<file path="src/rtl/nibble_serial_subtractor.sv">
// Nibble-serial subtractor: diff = in1 - in2 - bin, one 4-bit lookahead
// nibble per clock with the borrow carried in a register between nibbles.
// Subtraction is done as in1 + ~in2 + ~bin, so the internal carry is the
// inverted borrow throughout.

// 4-bit generate/propagate lookahead adder used for each nibble step.
module nibble_cla (
  input  logic [3:0] a,
  input  logic [3:0] b,
  input  logic       ci,
  output logic [3:0] s,
  output logic       co
);
  logic [3:0] g;
  logic [3:0] p;
  logic [4:0] c;

  assign g = a & b;
  assign p = a ^ b;

  // Flattened lookahead: every carry is a two-level function of g/p/ci.
  assign c[0] = ci;
  assign c[1] = g[0] | (p[0] & ci);
  assign c[2] = g[1] | (p[1] & g[0]) | (p[1] & p[0] & ci);
  assign c[3] = g[2] | (p[2] & g[1]) | (p[2] & p[1] & g[0])
              | (p[2] & p[1] & p[0] & ci);
  assign c[4] = g[3] | (p[3] & g[2]) | (p[3] & p[2] & g[1])
              | (p[3] & p[2] & p[1] & g[0])
              | (p[3] & p[2] & p[1] & p[0] & ci);

  assign s  = p ^ c[3:0];
  assign co = c[4];
endmodule

module nibble_serial_subtractor #(
  parameter int N = 32  // multiple of 4, >= 8
) (
  input  logic         clk,
  input  logic         rst,
  input  logic         in_valid,
  output logic         in_ready,
  input  logic [N-1:0] in1,
  input  logic [N-1:0] in2,
  input  logic         bin,
  output logic         out_valid,
  input  logic         out_ready,
  output logic [N-1:0] diff,
  output logic         bout,
  output logic         ovf,
  output logic         zero
);
  localparam int M  = N / 4;
  localparam int CW = (M > 1) ? $clog2(M) : 1;

  typedef enum logic [1:0] {IDLE, RUN, DONE} state_t;

  state_t        state_q, state_d;
  logic [N-1:0]  a_q;      // minuend, shifted down one nibble per step
  logic [N-1:0]  b_q;      // inverted subtrahend, shifted the same way
  logic          carry_q;  // inverted borrow between nibbles
  logic [CW-1:0] cnt_q;
  logic          a_msb_q;
  logic          b_msb_q;
  logic [N-1:0]  diff_q, diff_d;
  logic          bout_q, ovf_q, zero_q;

  logic [3:0]    nib_s;
  logic          nib_co;
  logic          last;
  logic          accept;
  logic          release_res;

  assign accept      = in_valid && in_ready;
  assign release_res = out_valid && out_ready;
  assign last        = (cnt_q == CW'(M - 1));

  // Only the low nibble of the shifted operands feeds the adder, so the
  // nibble select costs no wide mux.
  nibble_cla u_cla (
    .a  (a_q[3:0]),
    .b  (b_q[3:0]),
    .ci (carry_q),
    .s  (nib_s),
    .co (nib_co)
  );

  // Result nibble k lands in place; other nibbles keep their value so the
  // partial difference is readable while running.
  for (genvar k = 0; k < M; k++) begin : g_nib
    assign diff_d[4*k +: 4] = (cnt_q == CW'(k)) ? nib_s : diff_q[4*k +: 4];
  end

  // State register.
  always_ff @(posedge clk) begin
    if (rst) state_q <= IDLE;
    else     state_q <= state_d;
  end

  // Next-state logic; no accept bypass out of DONE.
  always_comb begin
    state_d = state_q;
    case (state_q)
      IDLE:    if (accept)      state_d = RUN;
      RUN:     if (last)        state_d = DONE;
      DONE:    if (release_res) state_d = IDLE;
      default:                  state_d = IDLE;
    endcase
  end

  // Handshake outputs decoded from state; in_ready is held low during reset.
  always_comb begin
    in_ready  = 1'b0;
    out_valid = 1'b0;
    case (state_q)
      IDLE:    in_ready  = !rst;
      DONE:    out_valid = 1'b1;
      default: ;
    endcase
  end

  // Operand capture at accept, one nibble step per RUN cycle, flags with the last.
  always_ff @(posedge clk) begin
    if (rst) begin
      a_q     <= '0;
      b_q     <= '0;
      carry_q <= 1'b0;
      cnt_q   <= '0;
      a_msb_q <= 1'b0;
      b_msb_q <= 1'b0;
      diff_q  <= '0;
      bout_q  <= 1'b0;
      ovf_q   <= 1'b0;
      zero_q  <= 1'b0;
    end else begin
      case (state_q)
        IDLE: begin
          if (accept) begin
            a_q     <= in1;
            b_q     <= ~in2;
            carry_q <= ~bin;
            cnt_q   <= '0;
            a_msb_q <= in1[N-1];
            b_msb_q <= in2[N-1];
          end
        end
        RUN: begin
          a_q     <= a_q >> 4;
          b_q     <= b_q >> 4;
          carry_q <= nib_co;
          diff_q  <= diff_d;
          cnt_q   <= cnt_q + CW'(1);
          if (last) begin
            bout_q <= ~nib_co;
            // Operand signs differ and result sign departs from the minuend.
            ovf_q  <= (a_msb_q != b_msb_q) && (nib_s[3] != a_msb_q);
            zero_q <= (diff_d == '0);
          end
        end
        default: ;
      endcase
    end
  end

  assign diff = diff_q;
  assign bout = bout_q;
  assign ovf  = ovf_q;
  assign zero = zero_q;
endmodule

</file>
<file path="config.mk">
export PLATFORM = sky130hd
export DESIGN_NAME = nibble_serial_subtractor
export DESIGN_NICKNAME = d
export VERILOG_FILES = /design/src/rtl/nibble_serial_subtractor.sv
export SDC_FILE = /design/constraint.sdc
export NUM_CORES = 1
export LEC_CHECK = 0
export CORE_MARGIN = 2
export CORE_UTILIZATION = 63
export CTS_CLUSTER_DIAMETER = 40
export DETAILED_ROUTE_END_ITERATION = 10
export DONT_BUFFER_PORTS = 1
export HOLD_SLACK_MARGIN = 0.1
export PLACE_DENSITY = 0.84
export SLEW_MARGIN = 20
export SYNTH_ARGS = -nofsm -noshare
export SYNTH_HDL_FRONTEND = slang
export SYNTH_SLANG_ARGS = --single-unit
</file>
<file path="constraint.sdc">
create_clock -name clk -period 2.7 [get_ports clk]
set_clock_uncertainty 0.1 [all_clocks]
set_input_delay 0.27 -clock clk [delete_from_list [all_inputs] [get_ports clk]]
set_output_delay 0.27 -clock clk [all_outputs]
set_load 0.005 [all_outputs]
</file>
# Yosys cells after proc, flatten, opt, wreduce, memory -nomap -nowiden
# Index checks and enable logic that the tools add are counted.
# W data, S select, Z words.
dict set report classes {
  n_addsub 1
  n_eq_ne 14
  mux 22
  bitwise_logic 32
  n_reduce_logical 12
}
# cell n
set op_table {}
lappend op_table {{$pmux W32 S2} 2}
lappend op_table {{$mux W32} 2}
lappend op_table {{$logic_not A32 Y1} 1}
lappend op_table {{$mux W4} 8}
lappend op_table {{$not A32 Y32} 1}
lappend op_table {{$and A1 B1 Y1} 16}
lappend op_table {{$eq A3 B3 Y1 const B} 4}
lappend op_table {{$or A1 B1 Y1} 10}
lappend op_table {{$xor A4 B4 Y4} 2}
lappend op_table {{$eq A3 B2 Y1 const B} 2}
lappend op_table {{$mux W2} 3}
lappend op_table {{$ne A2 B2 Y1 const B} 3}
lappend op_table {{$pmux W2 S3} 1}
lappend op_table {{$pmux W3 S2} 1}
lappend op_table {{$reduce_and A2 Y1} 3}
lappend op_table {{$and A4 B4 Y4} 1}
lappend op_table {{$add A3 B1 Y3 const B} 1}
lappend op_table {{$eq A3 B1 Y1 const B} 1}
lappend op_table {{$logic_and A1 B1 Y1} 3}
lappend op_table {{$logic_not A3 Y1} 1}
lappend op_table {{$mux W1} 3}
lappend op_table {{$mux W3} 1}
lappend op_table {{$reduce_and A3 Y1} 1}
lappend op_table {{$eq A2 B1 Y1 const B} 1}
lappend op_table {{7 further kinds} 9}
dict set report word_totals {
  ff_bits 107
  inputBits 69
  output_inout_bits 37
  word_cells 92
}

# Longest topological paths before layout
# Gate-level depths: netlist of run 1.
dict set report depth {
  word_depth 8
  mapped_depth 8
  depth_no_buf 7
}

# Hierarchy
# A second synthesis of run 1 with hierarchy kept.
dict set report unflattened {
  cells_unflattened 593
  hier_area_um2 4783.3
}
# module n_inst cells_each area_per_inst_um2 seq_area_each_um2
set by_module_without_submodules {}
lappend by_module_without_submodules {nibble_serial_subtractor 1 576 4635.7 2142.1}
lappend by_module_without_submodules {nibble_cla 1 17 147.6 0.0}

# Least setup slack after synthesis of run 1
# Ideal clock, no wire load.
dict set report synth_timing {
  kind {register to register}
  from {register a_q[0]}
  to {register zero_q, in the netlist zero}
  setup_ns 0.087
  t_arrival_ns 1.896
  t_required_ns 2.513
  setup_slack_ns 0.617
  path_stages_with_launch 7
  path_buffers 0
  synth_period_minus_slack_ns 2.083
  cell_sequence {dfxtp_1 > fa_1 > xnor2_1 > nand3_1 > a211oi_1 > nand4_1 > o31ai_1}
}
dict set report synth_between {
  elab_chain_len 7
  elab_cells_between_ends 24
  cone_classes {8 x mux; 15 x bitwise; 1 x reduce/logical}
}
# element line_no
set synth_rtl {}
lappend synth_rtl {{from (decl)} 58} ;# logic [N-1:0] a_q;
lappend synth_rtl {{from (signal assigned)} 138} ;# a_q <= in1;
lappend synth_rtl {{from (signal assigned)} 147} ;# a_q <= a_q >> 4;
lappend synth_rtl {{$and A4 B4 Y4 / $xor A4 B4 Y4 (equally long branches)} {18, 19}}
lappend synth_rtl {{$and A1 B1 Y1 (on tied branches)} {24, 25, 26}}
lappend synth_rtl {{$or A1 B1 Y1, or another cell as far along} 24} ;# assign c[2] = g[1] | (p[1] & g[0]) | (p[1] & p[0] & ci);
lappend synth_rtl {{$or A1 B1 Y1 (on tied branches)} {24, 26}}
lappend synth_rtl {{$xor A4 B4 Y4 (*)} 31} ;# assign s = p ^ c[3:0];
lappend synth_rtl {{$mux W4} 90} ;# assign diff_d[4*k +: 4] = (cnt_q == CW'(k)) ? nib_s : diff_q[4*k +: 4];
lappend synth_rtl {{$logic_not A32 Y1 (*)} 156} ;# zero_q <= (diff_d == '0);
lappend synth_rtl {{to (signal assigned)} 156}
lappend synth_rtl {{to (decl)} 65} ;# logic bout_q, ovf_q, zero_q;
# Mark *: on every way between the ends. The rest lies on a longest branch, timed or not.
# A chain may end at the register's enable or synchronous reset.

# Final worst setup path of run 1
dict set report layout_timing {
  from {register state_q[0]}
  to {register b_q[26]}
}
dict set report layout_between {
  elab_chain_len 5
  elab_cells_between_ends 8
  cone_classes {2 x eq/ne; 2 x mux; 4 x reduce/logical}
}
# element line_no
set layout_rtl {}
lappend layout_rtl {{from (decl)} 57} ;# state_t state_q, state_d;
lappend layout_rtl {{from (signal assigned)} 96} ;# else state_q <= state_d;
lappend layout_rtl {{$logic_not A2 Y1} {114, 135}}
lappend layout_rtl {{$mux W1} 114} ;# case (state_q)
lappend layout_rtl {{$logic_and A1 B1 Y1} 73} ;# assign accept = in_valid && in_ready;
lappend layout_rtl {{$ne A2 B2 Y1 (no source line)} --}
lappend layout_rtl {{$reduce_and A2 Y1 (no source line)} --}
lappend layout_rtl {{to (signal assigned)} 139} ;# b_q <= ~in2;
lappend layout_rtl {{to (signal assigned)} 148} ;# b_q <= b_q >> 4;
lappend layout_rtl {{to (decl)} 59} ;# logic [N-1:0] b_q;
# Parallel ways exist; a longest one is shown, timed or not.

==> flow_summary.toml, run 1 <==
[status]
status = "completed"

[die]
die-area_um2 = 8280
rows = 31
die_height_um = 91.0
core_um2 = 7290
ios = 106
start_util_pct = 65.4
die-width_um = 91.0

[pwr]
p_switching_mw = 0.884
comb_power_share_pct = 15.2
intPower_mw = 2.23
finalPower_mw = 3.11
power.density_nw_per_um2 = 549
pwr-share-clk_pct = 30.0
max-vdd-ir-drop_mv = 0.369
p_sw_share_pct = 28.4
p_leak_nw = 2.00
p_seq_share_pct = 54.8

[drt]
maxUsedRoutingLayer = "met4"
vias_per_cell = 6.10
firstDrtPassIters = 5
met2_wirelength_um = 6400
routed_wl_um = 12900
routedWlPerCell_um = 17.3
met1_length_um = 5030
wl_met3_um = 842
vias = 4550
drc = 0
first_iter_violations = 411
drtAntennaViolNets = 0

[clocking]
numCtsBuffers = 9
cts.sinks = 107
clk_latency_ns = 0.37
path_clk_slew_ns = 0.11
root_buffer = "clkbuf_8"
htree_levels = 3
cts_resized = 0
cts_tree = "yes"
clk_path_buf_depth = 2

[finish]
diodes = 0
mostFrequentLayoutCells = "nand2_1 (142), dfxtp_1 (107), nor2_1 (71), dlygate4sd3_1 (66), a21oi_1 (57)"
fin_util_pct = 77.7
fin_area_um2 = 5670
syn2layout_area_growth_pct = 18.8
drive_above_1_share_pct = 5.41
fin_nets = 722
final_common_cell = "nand2_1"

[synthesis]
synth_edf_count = 0
synth-compound-area-share_pct = 21.6
synthSimpleGateAreaFrac_pct = 22.3
synth-seq-cells = 107
yosysTopAreaCell = "dfxtp_1"
syn-num-nets = 681
synth-adder-area-share_pct = 3.04
synth_area_um2 = 4770
avgSynthCellArea_um2 = 7.94
synthCells = 601
synth_cell_types = 45
synth_xor_area_share_pct = 0.367
synthFlopType = "dfxtp_1"
async_flop_share_pct = 0
synth_top_family_by_area = "simple AND/OR/NAND/NOR gates"
synth-seq-area-share_pct = 44.9
synthTopCellsByArea = "dfxtp_1 (45%), nand2_1 (11%), a21oi_1 (6.0%), nor2_1 (5.6%), a311oi_1 (5.3%)"
synth_top_area_share_pct = 44.9
synthMuxAreaShare_pct = 2.94
yosysWarnings = 0

[timing]
finalHoldViolations = 0
period_share_pct = 87.0
tightest_slew_ns = 0.715
fin_crit_ns = 2.35
timing.final.ws_setup_ns = 0.352
drv_slew = 0
rsz0062_at_grt = "no"
setup_viol = 0
tns_ns = 0
relSlewSlack_pct = 52.0
clock.fmax_mhz = 426

[worst_setup_path]
crit_arrival_ns = 2.51
slowest_stage = "dlygate4sd3_1"
crit_path_max_incr_delay_ns = 0.60
crit_type = "register to register"
worstPathCellList = "nor3_1, buf_4, and2_4, buf_4, nand2_1, o211ai_1, a21oi_1, dlygate4sd3_1"
critPathMostFrequentCell = "buf_4"
cp-end-kind = "register"
path_max_fanout = 37
start_kind = "register"
worstPathRequired_ns = 2.86
crit_family = "buffers and inverters"
worst-path-buf-inv = 3

[global_routing]
grt_max_degree = 100
grt_pass1_wl_um = 20900
groute.usage.overall_pct = 31.2
grt_pass1_vias = 4319
antenna_found_initial = 0
overflow = 0

[run]
cap_viol_max_count = 0

[placed_design]
dpl.hpwl_um = 7510
gp_congestion = 0.975
io_buffers = 0
dp_worst_setup_slack_ns = 0.471
dpl_cell_area_um2 = 4800

[hold_path]
hp-class = "input pin to register"
[power by group through the flow]
stage / registers [mW] / clock network [mW] / logic (mW)
after floorplan: 1.73 / 0 / 0.300
after global placement: 1.74 / 0 / 0.339
after detailed placement: 1.74 / 0 / 0.351
after CTS: 1.70 / 0.945 / 0.455
after global routing: 1.72 / 1.01 / 0.515
final: 1.71 / 0.936 / 0.472
[final cells by class]
type                            instances  area, um2
Tap cell                               99        124
Fill cell                             515       1620
Multi-Input combinational cell        440       2410
Inverter                                6       22.5
Sequential cell                       107       2140
Clock buffer                           10        138
Timing Repair Buffer                   78        783
Clock inverter                          6       47.5
[kinds of logic after synthesis]
family | count (synthesis)
muxes | 14
xor gates and xnor gates | 2
and+or+nand+nor | 258
AOI/OAI and AO/OA | 155
buffers and inverters | 54
adders and majority gates | 11
DFF | 107
[through the flow]
step	hold slack, ns	cells
after floorplan	0.266	601
after global placement	0.249	663
after detailed placement	0.248	663
after CTS	0.102	746
after global routing	0.138	746
final	0.120	746
[worst paths after layout]
| path | from | to | slack [ns] | depth (start not counted) |
|---|---|---|---|---|
| max | state_q[0]$_SDFFE_PP0P_ | b_q[26]$_SDFFE_PP0P_ | 0.35 | 8 |
| min | rst | zero$_SDFFE_PP0P_ | 0.12 | 5 |
| max reg2reg | state_q[0]$_SDFFE_PP0P_ | b_q[26]$_SDFFE_PP0P_ | 0.35 | 8 |
| min reg2reg | a_msb_q$_SDFFE_PP0P_ | a_msb_q$_SDFFE_PP0P_ | 0.36 | 2 |
[sequential cells by signal, indices dropped and copies added (netlist names), 2 cells and up]
| signal | count |
|---|---|
| a_q | 32 |
| b_q | 32 |
| diff | 32 |
| cnt_q | 3 |
| state_q | 2 |
[metal layers]
layer | vias to the layer above | track usage (%)
met4 | 0 | 19.6
met3 | 54 | 6.31
met2 | 186 | 53.6
met5 | - | 0
li1 | 2177 | -
met1 | 2133 | 35.4
[cells in the mapped netlist, drive strengths merged (2+ instances only)]
master	count
nand2	142
dfxtp	107
nor2	71
a21oi	58
clkbuf	32
a311oi	29
o211ai	29
buf	16
mux2i	14
nand3	13
o21ai	13
a211oi	12
ha	10
nand2b	8
nor3	7
inv	6
nand4	3
nor2b	3
or3	3
a21boi	2
a31oi	2
and3	2
o21a	2
o31ai	2
[timing repair]
item | in CTS | in global routing
endpoints found under the hold margin | 107 | 0
hold buffers | 67 | 0
setup buffers | 0 | 0
[worst min-delay path, cell delays in order]
cell	delay, ns
nor2_1	0.02
o2111ai_1	0.07
a211oi_1	0.05
nand4_1	0.07
o31ai_1	0.07
Note: power is estimated with default switching activity, not from simulation.
==> run 2: changes to the inputs <==
CORE_MARGIN = 4   (was 2)
PLACE_DENSITY = 0.87   (was 0.84)
==> run 2 against run 1 <==
- combinational power is essentially flat
- largest cell class unchanged
- highest routed layer unchanged
- largest power group unchanged
- sequential power is essentially flat
- total power grew 2.0%
- worst hold slack gained 0.034 ns
- register-to-register slack lost 0.20 ns
==> flow_summary.toml, run 2 (synthesized netlist as in run 1, its figures left out) <==
[status]
status = "completed"

[finish]
fin_area_um2 = 5690
n_fill_cell = 510
diodes = 0
multi_input_area_um2 = 2410
mostFrequentLayoutCells = "nand2_1 (142), dfxtp_1 (107), nor2_1 (71), dlygate4sd3_1 (67), a21oi_1 (57)"
drive_above_1_share_pct = 5.26
final_common_cell = "nand2_1"
syn2layout_area_growth_pct = 19.3
regArea_um2 = 2140
fin_nets = 722

[global_routing]
grt_pass1_wl_um = 21600
antenna_found_initial = 0
groute.usage.overall_pct = 30.7
grt_pass1_vias = 4473
grt_max_degree = 100
overflow = 0

[drt]
drc = 0
vias_per_cell = 6.18
routed_wl_um = 13600
routedWlPerCell_um = 18.2
vias = 4611
drtAntennaViolNets = 0
first_iter_violations = 315
firstDrtPassIters = 5

[timing]
drv_slew = 0
clock.fmax_mhz = 393
rsz0062_at_grt = "no"
tightest_slew_ns = 0.650
relSlewSlack_pct = 56.3
tns_ns = 0
timing.final.ws_setup_ns = 0.156
whs_ns = 0.154
setup_viol = 0
period_share_pct = 94.2
finalHoldViolations = 0
fin_crit_ns = 2.54

[clocking]
root_buffer = "clkbuf_8"
htree_levels = 3
clk_path_buf_depth = 2
clk_latency_ns = 0.36
cts.sinks = 107
path_clk_slew_ns = 0.10
cts_tree = "yes"
numCtsBuffers = 9

[die]
die_height_um = 95.0
core_um2 = 7290
die-width_um = 95.0
start_util_pct = 65.4
ios = 106
die-area_um2 = 9030
rows = 31

[placed_design]
dp_worst_setup_slack_ns = 0.480
io_buffers = 0
gp_congestion = 0.942
dpl.hpwl_um = 7940
dpl_cell_area_um2 = 4790

[worst_setup_path]
crit_arrival_ns = 2.75
worst-path-buf-inv = 2
cp-end-kind = "register"
worstPathCellList = "nor3_1, and2_2, buf_6, nand2_1, a311oi_1, dlygate4sd3_1"
worstPathRequired_ns = 2.91
start_kind = "register"
crit_path_max_incr_delay_ns = 0.57
crit_type = "register to register"
crit_family = "buffers and inverters"
slowest_stage = "dlygate4sd3_1"
path_max_fanout = 48

[run]
cap_viol_max_count = 0

[pwr]
intPower_mw = 2.31
p_switching_mw = 0.863
pwr-share-clk_pct = 31.3
p_sw_share_pct = 27.2
p_leak_nw = 2.01
power.density_nw_per_um2 = 558
max-vdd-ir-drop_mv = 0.386
comb_power_share_pct = 14.9
p_seq_share_pct = 53.8
finalPower_mw = 3.18

[hold_path]
hp-class = "input pin to register"
run 2: repair_timing:
action                                  4_1_cts  5_1_grt
resized for setup                             0        1
endpoints found under the hold margin       107        0
setup buffers                                 0        0
hold buffers                                 68        0
endpoints found under the setup margin        0        1
run 2: metrics by stage:
step / utilization (%) / cells
after floorplan: - / 601
after global placement: 65.6 / 662
after detailed placement: 65.6 / 662
after CTS: 78.0 / 746
after global routing: 78.0 / 746
final: 78.0 / 746
run 2: final cells by class:
class | instances | share of cell area (%)
clock inverters | 6 | 1.12
well taps | 99 | 2.18
multi-input cells | 440 | 42.4
repair buffers | 78 | 13.9
clock buffers | 10 | 2.42
inverters | 6 | 0.396
flip-flops and latches | 107 | 37.6
run 2: path summary, 6_finish.rpt:
check,start,end,slack [ns],cells after the start
setup / recovery,state_q[0]$_SDFFE_PP0P_,a_q[14]$_SDFFE_PP0P_,0.16,6
hold / removal,rst,zero$_SDFFE_PP0P_,0.15,5
setup reg to reg,state_q[0]$_SDFFE_PP0P_,a_q[14]$_SDFFE_PP0P_,0.16,6
hold reg to reg,b_q[18]$_SDFFE_PP0P_,b_q[14]$_SDFFE_PP0P_,0.36,2
run 2: power by group through the flow:
| stage | registers, mW | logic [mW] | clock network (mW) |
|---|---|---|---|
| floorplan | 1.73 | 0.300 | 0 |
| detailed placement | 1.74 | 0.351 | 0 |
| global placement | 1.74 | 0.339 | 0 |
| global route | 1.72 | 0.518 | 1.08 |
| CTS | 1.70 | 0.458 | 1.00 |
| finish | 1.71 | 0.475 | 0.994 |
run 2: worst register-to-register path, delay by kind of cell, from the launching register on:
family,cells,cell delay (ns)
flops,1,0.40
simple gates,3,0.84
buf+inv,2,0.92
compound gates,1,0.23
run 2: metal layers:
layer  GRT usage, %  part of all wire, %  up-vias
met4           15.6                  3.8        0
met1           33.3                   37     2163
li1               -                    -     2176
met5              0                    0        -
met2           54.7                   51      225
met3           8.45                  7.9       47
